### src/rtl/fetch_stage.sv
// Instruction-fetch stage with IF/ID pipeline register.
// Keeps one instruction-memory request outstanding and squashes stale responses after a redirect.
module fetch_stage #(
  parameter logic [31:0] RESET_PC  = 32'h0000_0000,
  parameter logic [31:0] NOP_INSTR = 32'h0000_0013
) (
  input  logic        clk,
  input  logic        reset,
  output logic        imem_req,
  output logic [31:0] imem_addr,
  input  logic        imem_valid,
  input  logic [31:0] imem_rdata,
  input  logic        stall,
  input  logic        flush,
  input  logic [31:0] redirect_pc,
  output logic [31:0] if_id_pc,
  output logic [31:0] if_id_instr,
  output logic        if_id_valid,
  output logic [6:0]  opcode
);

  typedef enum logic [1:0] {
    S_ISSUE = 2'd0,
    S_WAIT  = 2'd1,
    S_HOLD  = 2'd2,
    S_DROP  = 2'd3
  } state_e;

  state_e      state_q, state_d;
  logic [31:0] pc_q, pc_d;
  logic [31:0] fetchPc_q, fetchPc_d;
  logic [31:0] bufInstr_q, bufInstr_d;
  logic [31:0] ifIdPc_q, ifIdPc_d;
  logic [31:0] ifIdInstr_q, ifIdInstr_d;
  logic        ifIdValid_q, ifIdValid_d;
  logic        deliver;
  logic [31:0] deliverInstr;

  always_ff @(posedge clk) begin
    if (reset) begin
      state_q     <= S_ISSUE;
      pc_q        <= RESET_PC;
      fetchPc_q   <= RESET_PC;
      bufInstr_q  <= NOP_INSTR;
      ifIdPc_q    <= 32'h0000_0000;
      ifIdInstr_q <= NOP_INSTR;
      ifIdValid_q <= 1'b0;
    end else begin
      state_q     <= state_d;
      pc_q        <= pc_d;
      fetchPc_q   <= fetchPc_d;
      bufInstr_q  <= bufInstr_d;
      ifIdPc_q    <= ifIdPc_d;
      ifIdInstr_q <= ifIdInstr_d;
      ifIdValid_q <= ifIdValid_d;
    end
  end

  always_comb begin
    state_d      = state_q;
    pc_d         = pc_q;
    fetchPc_d    = fetchPc_q;
    bufInstr_d   = bufInstr_q;
    ifIdPc_d     = ifIdPc_q;
    ifIdInstr_d  = ifIdInstr_q;
    ifIdValid_d  = ifIdValid_q;
    imem_req     = 1'b0;
    imem_addr    = pc_q;
    deliver      = 1'b0;
    deliverInstr = bufInstr_q;

    case (state_q)
      S_ISSUE: begin
        if (!flush) begin
          imem_req  = 1'b1;
          fetchPc_d = pc_q;
          state_d   = S_WAIT;
        end
      end
      S_WAIT: begin
        if (flush) begin
          // A response landing together with the flush is the squashed one.
          state_d = imem_valid ? S_ISSUE : S_DROP;
        end else if (imem_valid) begin
          if (!stall) begin
            deliver      = 1'b1;
            deliverInstr = imem_rdata;
            state_d      = S_ISSUE;
          end else begin
            bufInstr_d = imem_rdata;
            state_d    = S_HOLD;
          end
        end
      end
      S_HOLD: begin
        if (flush) begin
          state_d = S_ISSUE;
        end else if (!stall) begin
          deliver      = 1'b1;
          deliverInstr = bufInstr_q;
          state_d      = S_ISSUE;
        end
      end
      S_DROP: begin
        if (imem_valid) begin
          state_d = S_ISSUE;
        end
      end
      default: state_d = S_ISSUE;
    endcase

    // Flush beats delivery; an idle unstalled cycle inserts a bubble.
    if (flush) begin
      pc_d        = redirect_pc;
      ifIdPc_d    = redirect_pc;
      ifIdInstr_d = NOP_INSTR;
      ifIdValid_d = 1'b0;
    end else if (deliver) begin
      pc_d        = fetchPc_q + 32'd4;
      ifIdPc_d    = fetchPc_q;
      ifIdInstr_d = deliverInstr;
      ifIdValid_d = 1'b1;
    end else if (!stall) begin
      ifIdPc_d    = pc_q;
      ifIdInstr_d = NOP_INSTR;
      ifIdValid_d = 1'b0;
    end

    if (reset) begin
      imem_req = 1'b0;
    end
  end

  assign if_id_pc    = ifIdPc_q;
  assign if_id_instr = ifIdInstr_q;
  assign if_id_valid = ifIdValid_q;
  assign opcode      = ifIdInstr_q[6:0];

endmodule

### config.mk
export PLATFORM = sky130hd
export DESIGN_NAME = fetch_stage
export DESIGN_NICKNAME = d
export VERILOG_FILES = /design/src/rtl/fetch_stage.sv
export SDC_FILE = /design/constraint.sdc
export NUM_CORES = 1
export LEC_CHECK = 0
export CAP_MARGIN = 25
export CORE_ASPECT_RATIO = 0.7
export CORE_MARGIN = 3
export CORE_UTILIZATION = 42
export DETAILED_ROUTE_END_ITERATION = 8
export GPL_TIMING_DRIVEN = 0
export PLACE_DENSITY_LB_ADDON = 0.1
export REMOVE_ABC_BUFFERS = 1
export SETUP_SLACK_MARGIN = 0.05
export SLEW_MARGIN = 25
export SYNTH_ARGS = -nofsm -noshare
export SYNTH_HDL_FRONTEND = slang
export SYNTH_SLANG_ARGS = --single-unit
### constraint.sdc
create_clock -name clk -period 3.9 [get_ports clk]
set_input_delay 0.78 -clock clk [delete_from_list [all_inputs] [get_ports clk]]
set_output_delay 0.78 -clock clk [all_outputs]
set_load 0.01 [all_outputs]
==> impl_results.rst, run 1 <==
.. list-table::
   :header-rows: 1

   * - Metric
     - Value
   * - Result of the run
     - complete, no violations
   * - Pwr/cell area
     - 421 nW/um^2
   * - Via count of the first global-routing pass
     - 6,151
   * - Leakage
     - 3.57 nW
   * - Worst flop-to-flop path startpoint
     - state_q[1]$_SDFFE_PP0P_
   * - Max_slew headroom
     - 41.8%
   * - Net switching power figure
     - 0.00102 W
   * - Data arrival, critical path
     - 3.51 ns
   * - Antenna violations before repair
     - 0
   * - P_int
     - 0.00320 W
   * - Max Cap Viol
     - 0
   * - R2R cell count
     - 10
   * - Total number of vias
     - 6,739
   * - Height of the die
     - 117 um
   * - Worst min-delay path category
     - reg2reg
   * - Share of layout cells above drive strength 1
     - 6.62%
   * - Share of the core filled with cells in the final layout
     - 58.0%
   * - Destination of the worst register-to-register timing path
     - if_id_pc[1]$_SDFFE_PP0P_
   * - Drt drc
     - 0
   * - Clock Skews
     - 0.0120 ns
   * - Die Span X
     - 165 um
   * - Number of placement rows
     - 40
   * - Detailed-routing iteration count for the pre-antenna-repair pass
     - 4
   * - Net total in the final layout
     - 1,119
   * - Unrepaired setup endpoints after global routing
     - false
   * - Cts bufs inserted
     - 17
   * - Worst skew pair latency
     - 0.42 ns
   * - Top FF cell, synth
     - sky130_fd_sc_hd__dfxtp_1
   * - Top-level port count
     - 174
   * - Number of pins exceeding their max-slew limit in the final report
     - 0
   * - Total wire length after detailed routing
     - 20.9 mm
   * - CP Launch Type
     - input port
   * - Share of synthesized registers carrying an async set or reset
     - 0%
   * - Power share of the sequential group
     - 42.3%
   * - Number of enable-type register cells in the synthesized netlist
     - 0
   * - Hold Path Depth
     - 2
   * - Starting Density
     - 43.0%
   * - Largest net degree at the start of global routing
     - 70
   * - Setup bufs post-CTS
     - 0
   * - Terminating pin of the worst hold path
     - bufInstr_q[11]$_SDFFE_PP0P_
   * - CTS-repair resized insts
     - 0
   * - Distinct cell type count of the synthesized netlist
     - 52
   * - FMAX
     - 315 MHz
   * - Instance count of the mapped netlist
     - 915
   * - Global-route usage over all layers
     - 21.6%
   * - Clock tree root driver cell
     - sky130_fd_sc_hd__clkbuf_16
   * - Quantity of hold-fixing buffers added after cts
     - 0
   * - Max Root-Sink Buffers
     - 2
   * - Number of port buffers
     - 173
   * - Worst Path Required
     - 4.24 ns
   * - Detail-routed net length per standard cell
     - 16.3 um
   * - Switching share of power
     - 24.1%
   * - Start-to-end type of the worst setup path
     - in2reg
   * - CP Capture Type
     - flip-flop
   * - Time the worst path needs with I/O delays and setup
     - 3.17 ns
   * - Register bit total from synthesis
     - 163
   * - Half-perimeter wire length after placement
     - 13.6 mm
   * - Count of yosys warnings during synthesis
     - 0
   * - First-pass GRT wire length
     - 33.0 mm
   * - Critical hold path startpoint
     - bufInstr_q[11]$_SDFFE_PP0P_
   * - Max VDD drop
     - 244 uV
   * - Post-detailed-route via-to-cell ratio
     - 5.23
   * - Final count of hold timing violations
     - 0
   * - Share of synthesized area occupied by flip-flops and latches
     - 43.9%
   * - Ant diodes
     - 0
   * - H-tree depth reported by CTS
     - 4
   * - Post-synth design cell area
     - 7430 um^2
   * - TritonCTS clock tree
     - built
   * - Portion of total power attributed to the clock network
     - 45.6%
   * - Worst Path Max Fanout
     - 13
   * - CTS clock-pin slew for the worst setup and hold paths
     - 0.06 ns
   * - Antenna Nets Post-Route
     - 0
   * - Final setup violation count
     - 0
   * - GPL Wtd Cong
     - 0.796
   * - Floorplan Core Area
     - 17,300 um^2
   * - Die Area
     - 19,300 um^2
   * - Final worst setup slack
     - 0.726 ns
   * - Worst slack at placement
     - 0.297 ns
   * - Final worst path period share
     - 81.4%
   * - Slew at the pin closest to its max-slew limit
     - 0.867 ns
   * - Initial DRC Count
     - 416
   * - R2R Setup Slk
     - 0.87 ns
   * - Remaining global-route overflow
     - 0
   * - Mean instance size in the synthesized netlist
     - 8.12 um^2
   * - Area growth syn-to-layout
     - 34.7%
   * - Clock sink count
     - 163
   * - Comb power frac
     - 12.1%
[logic make-up (layout without fill, tap and decap cells)]
family / after synthesis / count (layout) / synth area share [%]
adders and majority gates: 6 / 6 / 1.01
AOI/OAI and AO/OA: 215 / 215 / 18.0
DFF: 163 / 163 / 43.9
muxes: 59 / 59 / 8.00
xor gates and xnor gates: 26 / 26 / 3.06
and+or+nand+nor: 360 / 360 / 20.9
buffers and inverters: 86 / 228 / 5.12
[worst max-delay path by stage]
| stage | start | endpoint | cells after the start |
|---|---|---|---|
| after floorplan | imem_valid | imem_addr[2]$_SDFFE_PP0P_ | 5 |
| after CTS | imem_valid | if_id_pc[1]$_SDFFE_PP0P_ | 9 |
| after detailed placement | imem_valid | if_id_pc[0]$_SDFFE_PP0P_ | 9 |
| final | imem_valid | if_id_pc[1]$_SDFFE_PP0P_ | 9 |
| after global routing | imem_valid | if_id_pc[0]$_SDFFE_PP0P_ | 9 |
| after global placement | reset | imem_req | 4 |
[flip-flops by register name, summed over array words and instances, names as in the netlist]
signal,cells
bufInstr_q,32
fetchPc_q,32
if_id_instr,32
if_id_pc,32
if_id_valid,1
imem_addr,32
state_q,2
[cell usage after synthesis, types with 2 or more instances]
cell                        instances  share of area (%)
sky130_fd_sc_hd__a221oi_1           3               0.35
sky130_fd_sc_hd__a2111oi_2          3               0.61
sky130_fd_sc_hd__o21a_1             3               0.30
sky130_fd_sc_hd__and3_1             5               0.42
sky130_fd_sc_hd__o21ai_1           27                1.8
sky130_fd_sc_hd__inv_1              9               0.45
sky130_fd_sc_hd__mux2i_1           56                7.5
sky130_fd_sc_hd__nor2b_1            2               0.17
sky130_fd_sc_hd__a211oi_1           8               0.81
sky130_fd_sc_hd__nand3_1           13               0.88
sky130_fd_sc_hd__o2bb2ai_1         25                2.9
sky130_fd_sc_hd__a22o_1             2               0.24
sky130_fd_sc_hd__nor4_1             5               0.42
sky130_fd_sc_hd__o22ai_1            9               0.76
sky130_fd_sc_hd__buf_2             13               0.88
sky130_fd_sc_hd__ha_1               6                1.0
sky130_fd_sc_hd__nand4_1            7               0.59
sky130_fd_sc_hd__nand3b_1           4               0.40
sky130_fd_sc_hd__buf_4              9               0.91
sky130_fd_sc_hd__a22oi_1            5               0.51
sky130_fd_sc_hd__buf_1              8               0.40
sky130_fd_sc_hd__a21oi_1          109                7.3
sky130_fd_sc_hd__o32ai_1            2               0.24
sky130_fd_sc_hd__nand4b_1           2               0.24
sky130_fd_sc_hd__nor3_1            11               0.74
sky130_fd_sc_hd__o211ai_1           2               0.20
sky130_fd_sc_hd__a21boi_1           3               0.30
sky130_fd_sc_hd__nor2_2             2               0.17
sky130_fd_sc_hd__nand3_2            5               0.67
sky130_fd_sc_hd__o21ai_0            4               0.27
sky130_fd_sc_hd__clkbuf_1          45                2.3
sky130_fd_sc_hd__nand2_1          205                 10
sky130_fd_sc_hd__a31oi_1            5               0.42
sky130_fd_sc_hd__mux2_2             3               0.45
sky130_fd_sc_hd__or3_1              3               0.25
sky130_fd_sc_hd__xnor2_1            4               0.47
sky130_fd_sc_hd__dfxtp_1          163                 44
sky130_fd_sc_hd__and2_1             2               0.17
sky130_fd_sc_hd__o221ai_1           2               0.24
sky130_fd_sc_hd__nor2_1            88                4.4
sky130_fd_sc_hd__xor2_1            22                2.6
[worst max-delay path, cell delays in order]
cell and delay, ns:
sky130_fd_sc_hd__clkdlybuf4s50_1 0.52, sky130_fd_sc_hd__a21oi_1 0.34, sky130_fd_sc_hd__nor4b_4 0.15, sky130_fd_sc_hd__buf_6 0.20
sky130_fd_sc_hd__buf_4 0.19, sky130_fd_sc_hd__buf_4 0.20, sky130_fd_sc_hd__nor2_2 0.63, sky130_fd_sc_hd__a21oi_1 0.21
sky130_fd_sc_hd__a211oi_1 0.26
[per-stage QoR]
step           setup TNS [ns]  hold WS, ns  std cells  area, um^2  total power [W]
2_1_floorplan           -5.34        0.430        839        7090          0.00203
3_3_place_gp          -551.89        0.443       1243        9110          0.00232
3_5_place_dp                0        0.447       1256        9330          0.00233
4_1_cts                     0        0.456       1288       10000          0.00426
5_1_grt                     0        0.469       1288       10000          0.00438
6_report                    0        0.453       1288       10000          0.00422
[per-layer routing]
layer	part of all wire, %	global-route usage (%)
met2	43	32.8
met3	5.2	4.99
met1	51	31.3
met4	0.70	4.86
met5	0	0
[power by group through the flow]
stage	clock network, W	registers (W)	logic, W
after floorplan	0	0.00183	0.000200
after global placement	0	0.00182	0.000494
after detailed placement	0	0.00182	0.000511
after CTS	0.00196	0.00178	0.000514
after global routing	0.00203	0.00179	0.000558
final	0.00192	0.00178	0.000509
[layout make-up]
cell class	instances	area, um^2
fillers	1638	7260
multi-input cells	666	3820
flip-flops and latches	163	3260
repair buffers	186	1930
clock buffers	20	447
well taps	231	289
clock inverters	12	228
inverters	10	37.5
[cell usage in the layout (no fill, tap or decap), types with 11 or more instances in the layout]
cell type,n
sky130_fd_sc_hd__dfxtp_1,163
sky130_fd_sc_hd__o21ai_1,27
sky130_fd_sc_hd__clkbuf_16,17
sky130_fd_sc_hd__o2bb2ai_1,25
sky130_fd_sc_hd__mux2i_1,56
sky130_fd_sc_hd__a21oi_1,109
sky130_fd_sc_hd__nand3_1,12
sky130_fd_sc_hd__nand2_1,204
sky130_fd_sc_hd__nor2_1,86
sky130_fd_sc_hd__xor2_1,22
sky130_fd_sc_hd__nor3_1,11
sky130_fd_sc_hd__clkdlybuf4s50_1,170
(Power assumes the default switching activity.)
==> run 2: changes to the inputs <==
Clock period 3.9 ns to 2.85 ns, I/O delays scaled along.
==> impl_results.rst, run 2 (same netlist as run 1, synthesis figures left out) <==
.. list-table::
   :header-rows: 1

   * - Metric
     - Value
   * - Result of the run
     - complete, no violations
   * - Cell with the biggest individual delay on the critical path
     - sky130_fd_sc_hd__clkdlybuf4s50_1
   * - Top-level port count
     - 174 (unchanged)
   * - Worst stage delay on the critical path
     - 0.54 ns (-0.09 ns)
   * - Worst setup path start
     - flush
   * - Cts bufs inserted
     - 17 (unchanged)
   * - Antenna violations before repair
     - 0 (unchanged)
   * - Net total in the final layout
     - 1,122 (+0.27%)
   * - Unrepaired setup endpoints after global routing
     - true
   * - P_int
     - 0.00438 W (+37%)
   * - Remaining global-route overflow
     - 0 (unchanged)
   * - Number of placement rows
     - 40 (unchanged)
   * - Max_slew headroom
     - 41.4% (-0.38 points)
   * - Detail-routed net length per standard cell
     - 16.3 um (+0.32%)
   * - Number of pins exceeding their max-slew limit in the final report
     - 0 (unchanged)
   * - First-pass GRT wire length
     - 33.0 mm (+0.27%)
   * - Number of port buffers
     - 173 (unchanged)
   * - Largest net degree at the start of global routing
     - 70 (unchanged)
   * - Area growth syn-to-layout
     - 35.1%
   * - Worst min-delay path category
     - reg2reg
   * - Antenna Nets Post-Route
     - 0 (unchanged)
   * - Ant diodes
     - 0 (unchanged)
   * - Floorplan Core Area
     - 17,300 um^2 (unchanged)
   * - Data arrival, critical path
     - 2.10 ns (-1.41 ns)
   * - Final worst path period share
     - 93.8%
   * - Max Root-Sink Buffers
     - 2 (unchanged)
   * - Post-detailed-route via-to-cell ratio
     - 5.21 (-0.40%)
   * - Worst Path Buf+Inv
     - 2 (-2)
   * - Worst Path Required
     - 2.28 ns (-1.96 ns)
   * - GPL Wtd Cong
     - 0.796 (unchanged)
   * - Net switching power figure
     - 0.00140 W (+37%)
   * - Detailed-routing iteration count for the pre-antenna-repair pass
     - 4 (unchanged)
   * - Share of layout cells above drive strength 1
     - 6.89% (+0.26 points)
   * - Critical hold path startpoint
     - bufInstr_q[11]$_SDFFE_PP0P_
   * - Via count of the first global-routing pass
     - 6,156 (+0.081%)
   * - Comb power frac
     - 12.1% (about the same)
   * - CP Launch Type
     - input port
   * - Filler cell count
     - 1,632 (-0.37%)
   * - Crit-path cells
     - buf_4, nor2_4, and2_1, clkdlybuf4s50_1
   * - Starting Density
     - 43.0% (unchanged)
   * - Final setup violation count
     - 0 (unchanged)
   * - Overall power
     - 0.00578 W (+37%)
   * - Max VDD drop
     - 333 uV (+37%)
   * - H-tree depth reported by CTS
     - 4 (unchanged)
   * - Total number of vias
     - 6,728 (-0.16%)
   * - FMAX
     - 374 MHz
   * - Share of the core filled with cells in the final layout
     - 58.2% (+0.19 points)
   * - Pwr/cell area
     - 576 nW/um^2 (+37%)
   * - Portion of total power attributed to the clock network
     - 45.6% (about the same)
   * - Clock tree root driver cell
     - sky130_fd_sc_hd__clkbuf_16
   * - Most common library cell in the layout ignoring fill and taps
     - sky130_fd_sc_hd__nand2_1
   * - Drt drc
     - 0 (unchanged)
   * - CP Capture Type
     - primary output
   * - Worst flop-to-flop path startpoint
     - state_q[1]$_SDFFE_PP0P_
   * - Start-to-end type of the worst setup path
     - in2out
   * - Clock sink count
     - 163 (unchanged)
   * - Max Cap Viol
     - 0 (unchanged)
   * - Total wire length after detailed routing
     - 21.1 mm (+0.55%)
   * - Initial DRC Count
     - 412 (-0.96%)
   * - Die Span X
     - 165 um (unchanged)
   * - Switching share of power
     - 24.2% (+0.072 points)
   * - Die Area
     - 19,300 um^2 (unchanged)
   * - Slew at the pin closest to its max-slew limit
     - 0.873 ns (+0.00566 ns)
   * - Cell family contributing the most delay on the critical path
     - buffers and inverters
   * - Quantity of hold-fixing buffers added after cts
     - 0 (unchanged)
   * - TritonCTS clock tree
     - built
   * - Power share of the sequential group
     - 42.2% (about the same)
   * - Clock Skews
     - 0.0124 ns (+0.000403 ns)
   * - Worst Path Max Fanout
     - 53 (+40)
   * - Leakage
     - 3.59 nW (+0.56%)
   * - Final count of hold timing violations
     - 0 (unchanged)
   * - Most used cells in the layout excluding fill and tap cells
     - sky130_fd_sc_hd__nand2_1 (204), sky130_fd_sc_hd__clkdlybuf4s50_1 (170), sky130_fd_sc_hd__dfxtp_1 (163)
   * - Global-route usage over all layers
     - 21.6% (+0.060 points)
   * - Half-perimeter wire length after placement
     - 13.6 mm (unchanged)
   * - R2R Setup Slk
     - 0.26 ns (-0.61 ns)
   * - Worst skew pair latency
     - 0.42 ns (about the same)
   * - Height of the die
     - 117 um (unchanged)
   * - Time the worst path needs with I/O delays and setup
     - 2.67 ns
   * - CTS clock-pin slew for the worst setup and hold paths
     - 0.06 ns (about the same)
==> run 2: cell types whose count changed in the layout (fill, tap and decap cells not counted), sizes merged <==
cell,delta
buf,+3
==> run 2: area by class of cell <==
cell class              instances  area [um^2]  share of cell area [%]
clock inverters                12          228                    2.27
inverters                      10         37.5                   0.374
flip-flops and latches        163         3260                    32.5
clock buffers                  20          447                    4.45
well taps                     231          289                    2.88
repair buffers                189         1950                    19.4
multi-input cells             666         3830                    38.1
==> run 2: worst paths after layout <==
kind,to,cells past startpoint
max,imem_req,4
min,bufInstr_q[11]$_SDFFE_PP0P_,2
max reg2reg,imem_addr[31]$_SDFFE_PP0P_,11
min reg2reg,bufInstr_q[11]$_SDFFE_PP0P_,2
==> run 2: power by group through the flow <==
stage / registers, W / clock network [W] / logic, W
after floorplan: 0.00250 / 0 / 0.000274
after global placement: 0.00249 / 0 / 0.000676
after detailed placement: 0.00249 / 0 / 0.000699
after CTS: 0.00244 / 0.00268 / 0.000705
after global routing: 0.00245 / 0.00278 / 0.000769
final: 0.00244 / 0.00264 / 0.000702
==> run 2: through the flow <==
step / setup WS (ns) / area (um^2) / TNS, ns / hold slack, ns / cells
finish: 0.177 / 10000 / 0 / 0.453 / 1291
global route: 0.0406 / 10000 / 0 / 0.469 / 1291
CTS: 0.0906 / 10000 / 0 / 0.456 / 1289
detailed placement: -0.543 / 9330 / -25.33 / 0.447 / 1256
global placement: -6.91 / 9110 / -689.44 / 0.443 / 1243
floorplan: -1.37 / 7090 / -56.16 / 0.430 / 839
==> run 2: layer usage <==
metal	GRT usage, %	vias to the layer above	part of all wire (%)
met1	31.4	3174	51
met5	0	-	0
met3	5.03	12	4.9
li1	-	3404	-
met2	32.9	138	43
met4	4.86	0	0.69
==> run 2: worst min-delay path: stages (launching register included) <==
cell                      delay (ns)
sky130_fd_sc_hd__dfxtp_1        0.31
sky130_fd_sc_hd__nand2_1        0.05
sky130_fd_sc_hd__a21oi_1        0.05
==> run 2: repair_timing <==
| action | in CTS | in global routing |
|---|---|---|
| pin swaps | 1 | 1 |
| setup endpoints to repair | 15 | 34 |
| resized for setup | 1 | 1 |
| buffers inserted | 1 | 2 |
| gates cloned | 0 | 0 |
